**src/rtl/alu_main.sv**
```systemverilog
// alu_main: clocked 8-bit ALU with per-operand input muxes, one-hot
// operation select, registered result and a 2-bit sequence FSM.
// Ports:
//   clk, rst        - rising-edge clock, async active-high reset
//   on              - enable; 0 forces the FSM to OFF
//   in_sel[2:0]     - operand mux: [0] clear, [1] load, [2] persist (= hold)
//   num1, num2      - operand A / B inputs
//   final1, final2  - operand A / B registers
//   out_sel[6:0]    - one-hot op select (ADD,SUB,MUL,DIV,AND,OR,XOR from bit6)
//   out             - registered ALU result
//   currState       - state register; nextState - combinational next state
module alu_main (
  input  logic       clk,
  input  logic       rst,
  input  logic       on,
  input  logic [2:0] in_sel,
  input  logic [7:0] num1,
  input  logic [7:0] num2,
  output logic [7:0] final1,
  output logic [7:0] final2,
  input  logic [6:0] out_sel,
  output logic [7:0] out,
  output logic [1:0] currState,
  output logic [1:0] nextState
);

  localparam int unsigned DW = 8;
  localparam int unsigned SW = 7;

  typedef enum logic [1:0] {
    S_OFF   = 2'b00,
    S_READY = 2'b01,
    S_EXEC  = 2'b10,
    S_ERROR = 2'b11
  } state_t;

  state_t            r_state;
  state_t            w_next;
  logic [DW-1:0]     r_a;
  logic [DW-1:0]     r_b;
  logic [DW-1:0]     r_out;
  logic              w_sel_valid;
  logic [2*DW-1:0]   w_mul;
  logic [DW-1:0]     w_alu;

  // Exactly one select bit set.
  assign w_sel_valid = (out_sel != SW'(0)) && ((out_sel & (out_sel - SW'(1))) == SW'(0));

  // Next-state logic; enable has top priority.
  always_comb begin
    w_next = r_state;
    if (!on) begin
      w_next = S_OFF;
    end else begin
      case (r_state)
        S_OFF:   w_next = S_READY;
        S_READY: w_next = w_sel_valid ? S_EXEC  : S_ERROR;
        S_EXEC:  w_next = w_sel_valid ? S_EXEC  : S_ERROR;
        S_ERROR: w_next = w_sel_valid ? S_READY : S_ERROR;
        default: w_next = S_OFF;
      endcase
    end
  end

  // State register.
  always_ff @(posedge clk or posedge rst) begin
    if (rst) r_state <= S_OFF;
    else     r_state <= w_next;
  end

  // Combinational ALU on the operand registers; invalid select yields 0.
  assign w_mul = (2*DW)'(r_a) * (2*DW)'(r_b);

  always_comb begin
    w_alu = '0;
    case (out_sel)
      7'b1000000: w_alu = r_a + r_b;
      7'b0100000: w_alu = r_a - r_b;
      7'b0010000: w_alu = w_mul[DW-1:0];
      7'b0001000: w_alu = (r_b == DW'(0)) ? DW'(8'hFF) : (r_a / r_b);
      7'b0000100: w_alu = r_a & r_b;
      7'b0000010: w_alu = r_a | r_b;
      7'b0000001: w_alu = r_a ^ r_b;
      default:    w_alu = '0;
    endcase
  end

  // Operand registers: clear beats load; persist behaves as hold; frozen in OFF.
  always_ff @(posedge clk or posedge rst) begin
    if (rst) begin
      r_a <= '0;
      r_b <= '0;
    end else if (r_state != S_OFF) begin
      casez (in_sel)
        3'b??1: begin
          r_a <= '0;
          r_b <= '0;
        end
        3'b?10: begin
          r_a <= num1;
          r_b <= num2;
        end
        default: begin
          r_a <= r_a;
          r_b <= r_b;
        end
      endcase
    end
  end

  // Result register: cleared when powering off or in OFF, loaded only from EXEC.
  always_ff @(posedge clk or posedge rst) begin
    if (rst) begin
      r_out <= '0;
    end else if (!on || (r_state == S_OFF)) begin
      r_out <= '0;
    end else if (r_state == S_EXEC) begin
      r_out <= w_alu;
    end
  end

  assign final1    = r_a;
  assign final2    = r_b;
  assign out       = r_out;
  assign currState = r_state;
  assign nextState = w_next;

endmodule

```
**config.mk**
```make
export PLATFORM = sky130hd
export DESIGN_NAME = alu_main
export DESIGN_NICKNAME = d
export VERILOG_FILES = /design/src/rtl/alu_main.sv
export SDC_FILE = /design/constraint.sdc
export NUM_CORES = 1
export LEC_CHECK = 0
export CAP_MARGIN = 20
export CORE_UTILIZATION = 52
export DETAILED_ROUTE_END_ITERATION = 16
export PLACE_DENSITY = 0.79
export SLEW_MARGIN = 20
export SYNTH_ARGS = -nofsm -noshare
export SYNTH_HDL_FRONTEND = slang
export SYNTH_SLANG_ARGS = --single-unit
```
**constraint.sdc**
```tcl
create_clock -name clk -period 9.7 [get_ports clk]
set_input_delay 1.94 -clock clk [delete_from_list [all_inputs] [get_ports clk]]
set_output_delay 1.94 -clock clk [all_outputs]
set_load 0.05 [all_outputs]
```
-- After elaboration in Yosys (flattened, before gate mapping)
Index checks and enable logic that the tools add are counted.
Widths: inputs -> output; s select.
- latch bits: 0
- flip-flop bits (word level): 26
- memories: 0
- input bits: 29
- word-level logic and storage cells: 46
- memory bits (writable): 0
- bits in read-only memories: 0
- bitwise operators: 4
- equality and inequality tests: 11
- $add $sub $neg: 3
- muxes and demuxes: 10
- $mul: 1
- shift-type cells: 0
- divide/modulo/power cells: 1
- reductions and logical operators: 12
- $lt $le $gt $ge: 0
- operators by type and width (operator ; count):
    $pmux 8 s7 ; 1
    $pmux 8 s2 ; 2
    $mux 8 ; 3
    $add 8x8->8 ; 1
    $and 8x8->8 ; 1
    $div 8x8->8 ; 1
    $logic_not 8->1 ; 1
    $mul 8x8->8 ; 1
    $or 8x8->8 ; 1
    $sub 8x8->8 ; 1
    $xor 8x8->8 ; 1
    $and 7x7->7 ; 1
    $eq 7x1->1 const B ; 1
    $eq 7x2->1 const B ; 1
    $eq 7x3->1 const B ; 1
    $eq 7x4->1 const B ; 1
    $eq 7x5->1 const B ; 1
    $eq 7x6->1 const B ; 1
    $eq 7x7->1 const B ; 1
    $logic_not 7->1 ; 1
    $reduce_bool 7->1 ; 1
    $sub 7x1->7 const B ; 1
    $eq 2x2->1 const B ; 3
    $pmux 2 s3 ; 1
    other kinds (10) ; 13

-- Longest topological paths before layout
Gate-level depths: netlist (run 1).
- word-level depth: 7
- gate-level depth with buffers: 52

-- Worst setup path before layout (run 1)
No wires, ideal clock.
- kind: reg-to-reg
- from: register r_b[7] (netlist: final2[7])
- to: register r_out[0] (netlist: out[0])
- period minus slack after synthesis: 10476 ps
- required time: 9571 ps
- data arrival time: 10347 ps
- path buffers: 1
- path slack: -776 ps
- setup time: 129 ps
- cell stages (with the launch flop): 48
- cells stage by stage: dfrtp_1 buf_2 nor4_1 nand2_1 nor2_1 a21oi_1 a21oi_1 ha_1 o21a_1 a221oi_1 a2bb2oi_1 ha_1 o211ai_1 a211o_1 a21o_1 and2_1 ha_1 a21oi_1 (+12 left out) o22a_1 and2_1 a31oi_1 o21ai_0 ha_1 o21ai_0 a22oi_1 a31o_2 a211oi_1 nor2_1 mux2_2 ha_1 o21a_1 o21a_1 o2111ai_1 a21boi_0 o31ai_1 o21ai_0
- longest elaborated chain between the ends: 5
- elaborated cells on any way between the ends: 6
- ends and longest elaborated chain (element ; RTL line ; RTL):
    start, declared ; 40 ; logic [DW-1:0] r_b;
    start signal, assigned ; 101 ; r_b <= num2;
    start signal, assigned ; 105 ; r_b <= r_b;
    $div 8x8->8 / $logic_not 8->1 (equally long branches) ; 80 ; 7'b0001000: w_alu = (r_b == DW'(0)) ? DW'(8'hFF) : (r_a / r_b);
    $mux 8 (*) ; 80 ;
    $pmux 8 s7 (*) ; 76 ; case (out_sel)
    $mux 8 (*) ; 117 ; end else if (r_state == S_EXEC) begin
    $mux 8 (*) ; 115 ; end else if (!on || (r_state == S_OFF)) begin
    end signal, assigned ; 118 ; r_out <= w_alu;
    end, declared ; 41 ; logic [DW-1:0] r_out;
Mark *: on every way between the ends. The rest lies on a longest branch, timed or not. The select of a mux whose other input is x is not followed.
A chain may end at the register's enable or synchronous reset.

-- Final worst setup path (run 1)
- from: register r_b[6] (netlist: final2[6])
- to: register r_out[0] (netlist: out[0])
Same word-level chain as after synthesis.

==> impl_metrics.py, run 1 <==
metrics = {
    "outcome": {
        "status": "complete, but fails checks",
        "violations": "setup timing",
    },
    "drt": {
        "dr.pass1.iters": 5,
        "vias": 4958,
        "drt_iter0_markers": 334,
        "drt_drc_violations_left": 0,
        "ant_nets": 0,
        "wl_um": 15380,
        "via_per_inst": 6.268,
        "wl_per_cell_um": 19.44,
    },
    "floorplanning": {
        "coreArea_um2": 8299,
        "num_rows": 33,
        "io_pins": 57,
        "fp.dieH_um": 94.97,
        "fp.dieW_um": 94.97,
        "initial_core_util_pct": 54.15,
        "dieArea_um2": 9018,
    },
    "timing": {
        "worst_slew_pin_slew_ns": 0.7780,
        "fin_crit_ns": 9.936,
        "finalHoldViolCount": 0,
        "fin_skew_ns": 0.003441,
        "rsz0062_at_grt": "yes",
        "slew_headroom_pct": 48.08,
        "setup-tns-final_ns": -0.2356,
        "setup_slack_ns": -0.2356,
        "setup-violations-final": 1,
        "post-route-period-util_pct": 102.4,
        "drv_slew": 0,
        "fmax_ghz": 0.1006,
    },
    "cts": {
        "cts_tree": "built",
        "clk_path_buf_depth": 2,
        "numCtsBuffers": 3,
        "clkLatencyLatePin_ns": 0.27,
        "cts_sinks": 26,
        "clk_pin_slew_ns": 0.09,
        "hold_buffers": 0,
        "root_buffer": "clkbuf_8",
        "cts_max_level": 1,
    },
    "min_path": {
        "min_path_type": "reg -> reg",
        "hp-start": "out[1]",
        "hold_end": "out[1]",
        "holdPathStages": 2,
    },
    "logic_synthesis": {
        "synth_edf_count": 0,
        "synth_seq_cells": 26,
        "synth_xor_xnor_area_share_pct": 7.795,
        "ys_types": 65,
        "synth-async-reset-ratio_pct": 100.0,
        "yosysSeqAreaShare_pct": 14.48,
        "synth_fa_ha_area_share_pct": 28.62,
        "synthFlopType": "dfrtp_1",
        "synth_top_family_by_area": "adder cells",
        "synth-simple-area-share_pct": 16.12,
        "netlist_instances": 553,
        "postSynthAreaPerCell_um2": 8.127,
        "synth_nets": 677,
        "netlist_area_um2": 4494,
        "synth_warnings": 0,
        "synth-compound-area-share_pct": 23.41,
        "muxShareOfSynthArea_pct": 2.923,
    },
    "worst_setup_path": {
        "r2r_slack_ns": -0.24,
        "rr_startpoint": "final2[6]",
        "r2r-end": "out[0]",
        "critPathKind": "reg -> reg",
        "worstPathArrival_ns": 10.09,
        "crit_path_max_incr_delay_ns": 0.43,
        "critPathLaunchType": "flop",
        "crit_required_ns": 9.85,
        "cp_max_fo": 6,
        "cp-end-kind": "flop",
        "crit_path_start": "final2[6]",
        "r2r_cells": 50,
        "cpMaxStageDelayCell": "dfrtp_2",
    },
    "grt": {
        "grt_pass1_vias": 4974,
        "grtUsageTotal_pct": 33.99,
        "grt_pass1_wl_um": 23800,
        "grt_antenna_before_repair": 0,
        "grt_max_degree": 27,
        "grt_remaining_overflow": 0,
    },
    "final_layout": {
        "diodes": 0,
        "syn2layout_area_growth_pct": 37.53,
        "final_layout_size_suffix_gt1_share_pct": 23.18,
        "fill_cells": 563,
        "layout_common_cells": "buf_4 (92), ha_1 (74), clkdlybuf4s50_1 (55)",
        "nNetsFinal": 811,
        "final_common_cell": "buf_4",
        "final_util_pct": 74.48,
    },
    "placement": {
        "gp_congestion": 0.9844,
        "port_buffers": 55,
        "hpwl_um": 10750,
    },
    "job": {
        "max_cap_violations": 0,
    },
}
[through the flow]
stage               instance area [um2]  hold slack [ns]  worst slack (ns)  std cells
CTS                                5943           0.4951          0.002384        782
finish                             6181           0.4945           -0.2356        791
global placement                   5614           0.4622           -0.1172        755
global route                       6181           0.5219           -0.7463        791
floorplan                          4563           0.7580           0.01519        553
detailed placement                 5614           0.4748           -0.4311        755
[layer usage]
metal | part of all wire, % | global-route usage, %
met3 | 7.4 | 5.314
met5 | 0 | 0
met2 | 48 | 57.85
met1 | 40 | 41.14
met4 | 4.9 | 17.68
[worst max path at each step]
stage	endpoint	slack (ns)	cells past startpoint
6_report	out[0]	-0.24	50
5_1_grt	out[0]	-0.75	51
4_1_cts	out[0]	0.002	47
3_5_place_dp	out[0]	-0.43	49
3_3_place_gp	out[0]	-0.12	47
2_1_floorplan	out[0]	0.02	50
[registers in the layout (all words and copies together) (netlist names)]
register / cells
currState: 2
final1: 8
final2: 8
out: 8
[worst max-delay path, delay by kind of cell (launching register included)]
kind | cells | cell delay [ns]
AOI/OAI and AO/OA | 29 | 5.15
adders and majority gates | 7 | 1.82
and+or+nand+nor | 9 | 1.54
buffers and inverters | 3 | 0.45
DFF | 1 | 0.43
muxes | 2 | 0.40
[kinds of logic after synthesis]
| kind of cell | after synthesis |
|---|---|
| AOI/OAI and AO/OA | 154 |
| and+or+nand+nor | 153 |
| adders and majority gates | 95 |
| buffers and inverters | 73 |
| xor gates and xnor gates | 40 |
| DFF | 26 |
| muxes | 12 |
[final cells by class]
class	instances	area (um2)	share of cell area, %
Multi-Input combinational cell	454	3835	62.04
Timing Repair Buffer	150	1291	20.89
Sequential cell	26	655.6	10.61
Inverter	52	196.4	3.178
Tap cell	105	131.4	2.126
Clock buffer	3	41.29	0.6680
Clock inverter	1	30.03	0.4858
[synthesized netlist by cell type (all sizes together), types with 4 or more instances]
library cell | instances | area share [%]
and2 | 4 | 0.56
xnor2 | 29 | 5.7
mux2 | 9 | 2.3
buf | 5 | 0.95
a22o | 16 | 3.1
a22oi | 6 | 1.0
o211ai | 5 | 0.84
nor2b | 4 | 0.56
inv | 51 | 4.3
o21a | 9 | 1.5
nor3 | 14 | 1.7
or3 | 4 | 0.56
o31ai | 6 | 1.0
nand2b | 4 | 0.56
nor4 | 5 | 0.70
ha | 82 | 23
dfrtp | 26 | 14
a31oi | 4 | 0.56
nor2 | 57 | 4.8
xor2 | 11 | 2.1
nand3 | 5 | 0.56
a21oi | 33 | 3.7
o22ai | 5 | 0.70
fa | 13 | 5.8
a21o | 13 | 2.2
clkbuf | 16 | 1.3
o21ai | 26 | 2.9
nand2 | 39 | 3.3
a211oi | 4 | 0.67
[what timing repair did]
item                       CTS  global route
pin swaps                   23            29
setup endpoints to repair    1             2
resized for setup           24            29
setup buffers               23             8
Power of run 1 is not shown: default switching activity piles up to over one toggle a cycle in this logic, so the estimate is an artifact.
==> run 2, diff against run 1 <==
Settings changed: CAP_MARGIN 20 to unset.
==> impl_metrics.py, run 2 (synthesis results as in run 1) <==
metrics = {
    "cts": {
        "clk_path_buf_depth": 2,
        "cts_tree": "built",
        "hold_buffers": 0,
        "numCtsBuffers": 3,
        "cts_sinks": 26,
        "root_buffer": "clkbuf_8",
        "cts_max_level": 1,
        "clkLatencyLatePin_ns": 0.27,
        "clk_pin_slew_ns": 0.09,
    },
    "drt": {
        "wl_um": 15390,
        "ant_nets": 0,
        "wl_per_cell_um": 19.48,
        "drt_drc_violations_left": 0,
        "via_per_inst": 6.268,
        "dr.pass1.iters": 5,
        "drt_iter0_markers": 388,
        "vias": 4952,
    },
    "job": {
        "max_cap_violations": 0,
    },
    "worst_setup_path": {
        "critPathKind": "reg -> reg",
        "cp-end-kind": "flop",
        "critPathLaunchType": "flop",
        "critical_path.most_common_cell": "ha_1",
        "worstPathArrival_ns": 10.07,
        "r2r_slack_ns": -0.21,
        "crit_required_ns": 9.85,
        "cp_max_fo": 6,
        "cpMaxStageDelayCell": "dfrtp_2",
        "crit_path_max_incr_delay_ns": 0.44,
    },
    "final_layout": {
        "instances_no_fill": 790,
        "final_common_cell": "buf_4",
        "nNetsFinal": 810,
        "layout_common_cells": "buf_4 (92), ha_1 (74), clkdlybuf4s50_1 (55)",
        "syn2layout_area_growth_pct": 36.92,
        "final_layout_size_suffix_gt1_share_pct": 23.07,
        "fill_cells": 567,
        "diodes": 0,
    },
    "timing": {
        "setup_slack_ns": -0.2138,
        "fmax_ghz": 0.1009,
        "slew_headroom_pct": 34.87,
        "fin_skew_ns": 0.003988,
        "setup-tns-final_ns": -0.2138,
        "drv_slew": 0,
        "finalHoldViolCount": 0,
        "setup-violations-final": 1,
        "post-route-period-util_pct": 102.2,
        "rsz0062_at_grt": "yes",
        "fin_crit_ns": 9.914,
        "worst_slew_pin_slew_ns": 0.9758,
    },
    "placement": {
        "place_ws_ns": -0.4311,
        "hpwl_um": 10750,
        "port_buffers": 55,
        "gp_congestion": 0.9844,
        "place_inst": 755,
    },
    "outcome": {
        "status": "complete, but fails checks",
        "violations": "setup timing",
    },
    "floorplanning": {
        "num_rows": 33,
        "dieArea_um2": 9018,
        "coreArea_um2": 8299,
        "initial_core_util_pct": 54.15,
        "fp.dieH_um": 94.97,
        "fp.dieW_um": 94.97,
        "io_pins": 57,
    },
    "grt": {
        "grt_antenna_before_repair": 0,
        "grt_max_degree": 27,
        "grt_pass1_wl_um": 23800,
        "grt_pass1_vias": 4974,
        "grtUsageTotal_pct": 33.99,
        "grt_remaining_overflow": 0,
    },
    "min_path": {
        "min_path_type": "reg -> reg",
    },
}
## run 2: changes by cell type in the layout (fill, tap and decap cells not counted), sizes merged
cell	delta
buf	-1
## run 2: critical path: cells and delay by family (launching register included)
kind	cells	cell delay [ns]
multiplexers	2	0.39
buffers and inverters	3	0.45
AO/OA/AOI/OAI	28	4.92
flip-flops	1	0.44
adder cells (fa/ha/maj)	7	1.95
AND/OR/NAND/NOR	10	1.57
## run 2: final cells by class
| class | instances | area, um2 | area share [%] |
|---|---|---|---|
| multi-input cells | 454 | 3835 | 62.32 |
| repair buffers | 149 | 1264 | 20.54 |
| flip-flops and latches | 26 | 655.6 | 10.65 |
| inverters | 52 | 196.4 | 3.192 |
| well taps | 105 | 131.4 | 2.135 |
| clock buffers | 3 | 41.29 | 0.6710 |
| clock inverters | 1 | 30.03 | 0.4880 |
## run 2: final timing paths
check,startpoint,to,depth (start not counted)
worst max-delay path,final2[6],out[0],50
worst min-delay path,out[1],out[1],2
worst max register to register,final2[6],out[0],50
worst min register to register,out[1],out[1],2
max in group asynchronous,rst,final2[7],2
min in group asynchronous,rst,final1[4],2
## run 2: metal layers
layer / global-route usage (%) / part of all wire, %
met1: 41.14 / 40
met2: 57.85 / 47
met3: 5.314 / 8.2
met4: 17.68 / 4.9
met5: 0 / 0
## run 2: repair_timing
item,4_1_cts,5_1_grt
pin swaps,23,29
resized for setup,24,29
buffers inserted,23,8
endpoints found under the setup margin,1,2
## run 2: per-stage QoR
stage               util, %  instance area (um2)  hold WS (ns)
global placement      67.65                 5614        0.4622
finish                74.14                 6153        0.4951
CTS                   71.61                 5943        0.4951
detailed placement    67.65                 5614        0.4748
global route          74.14                 6153        0.5219
floorplan                 -                 4563        0.7580
Power of run 2 is left out for the same reason.
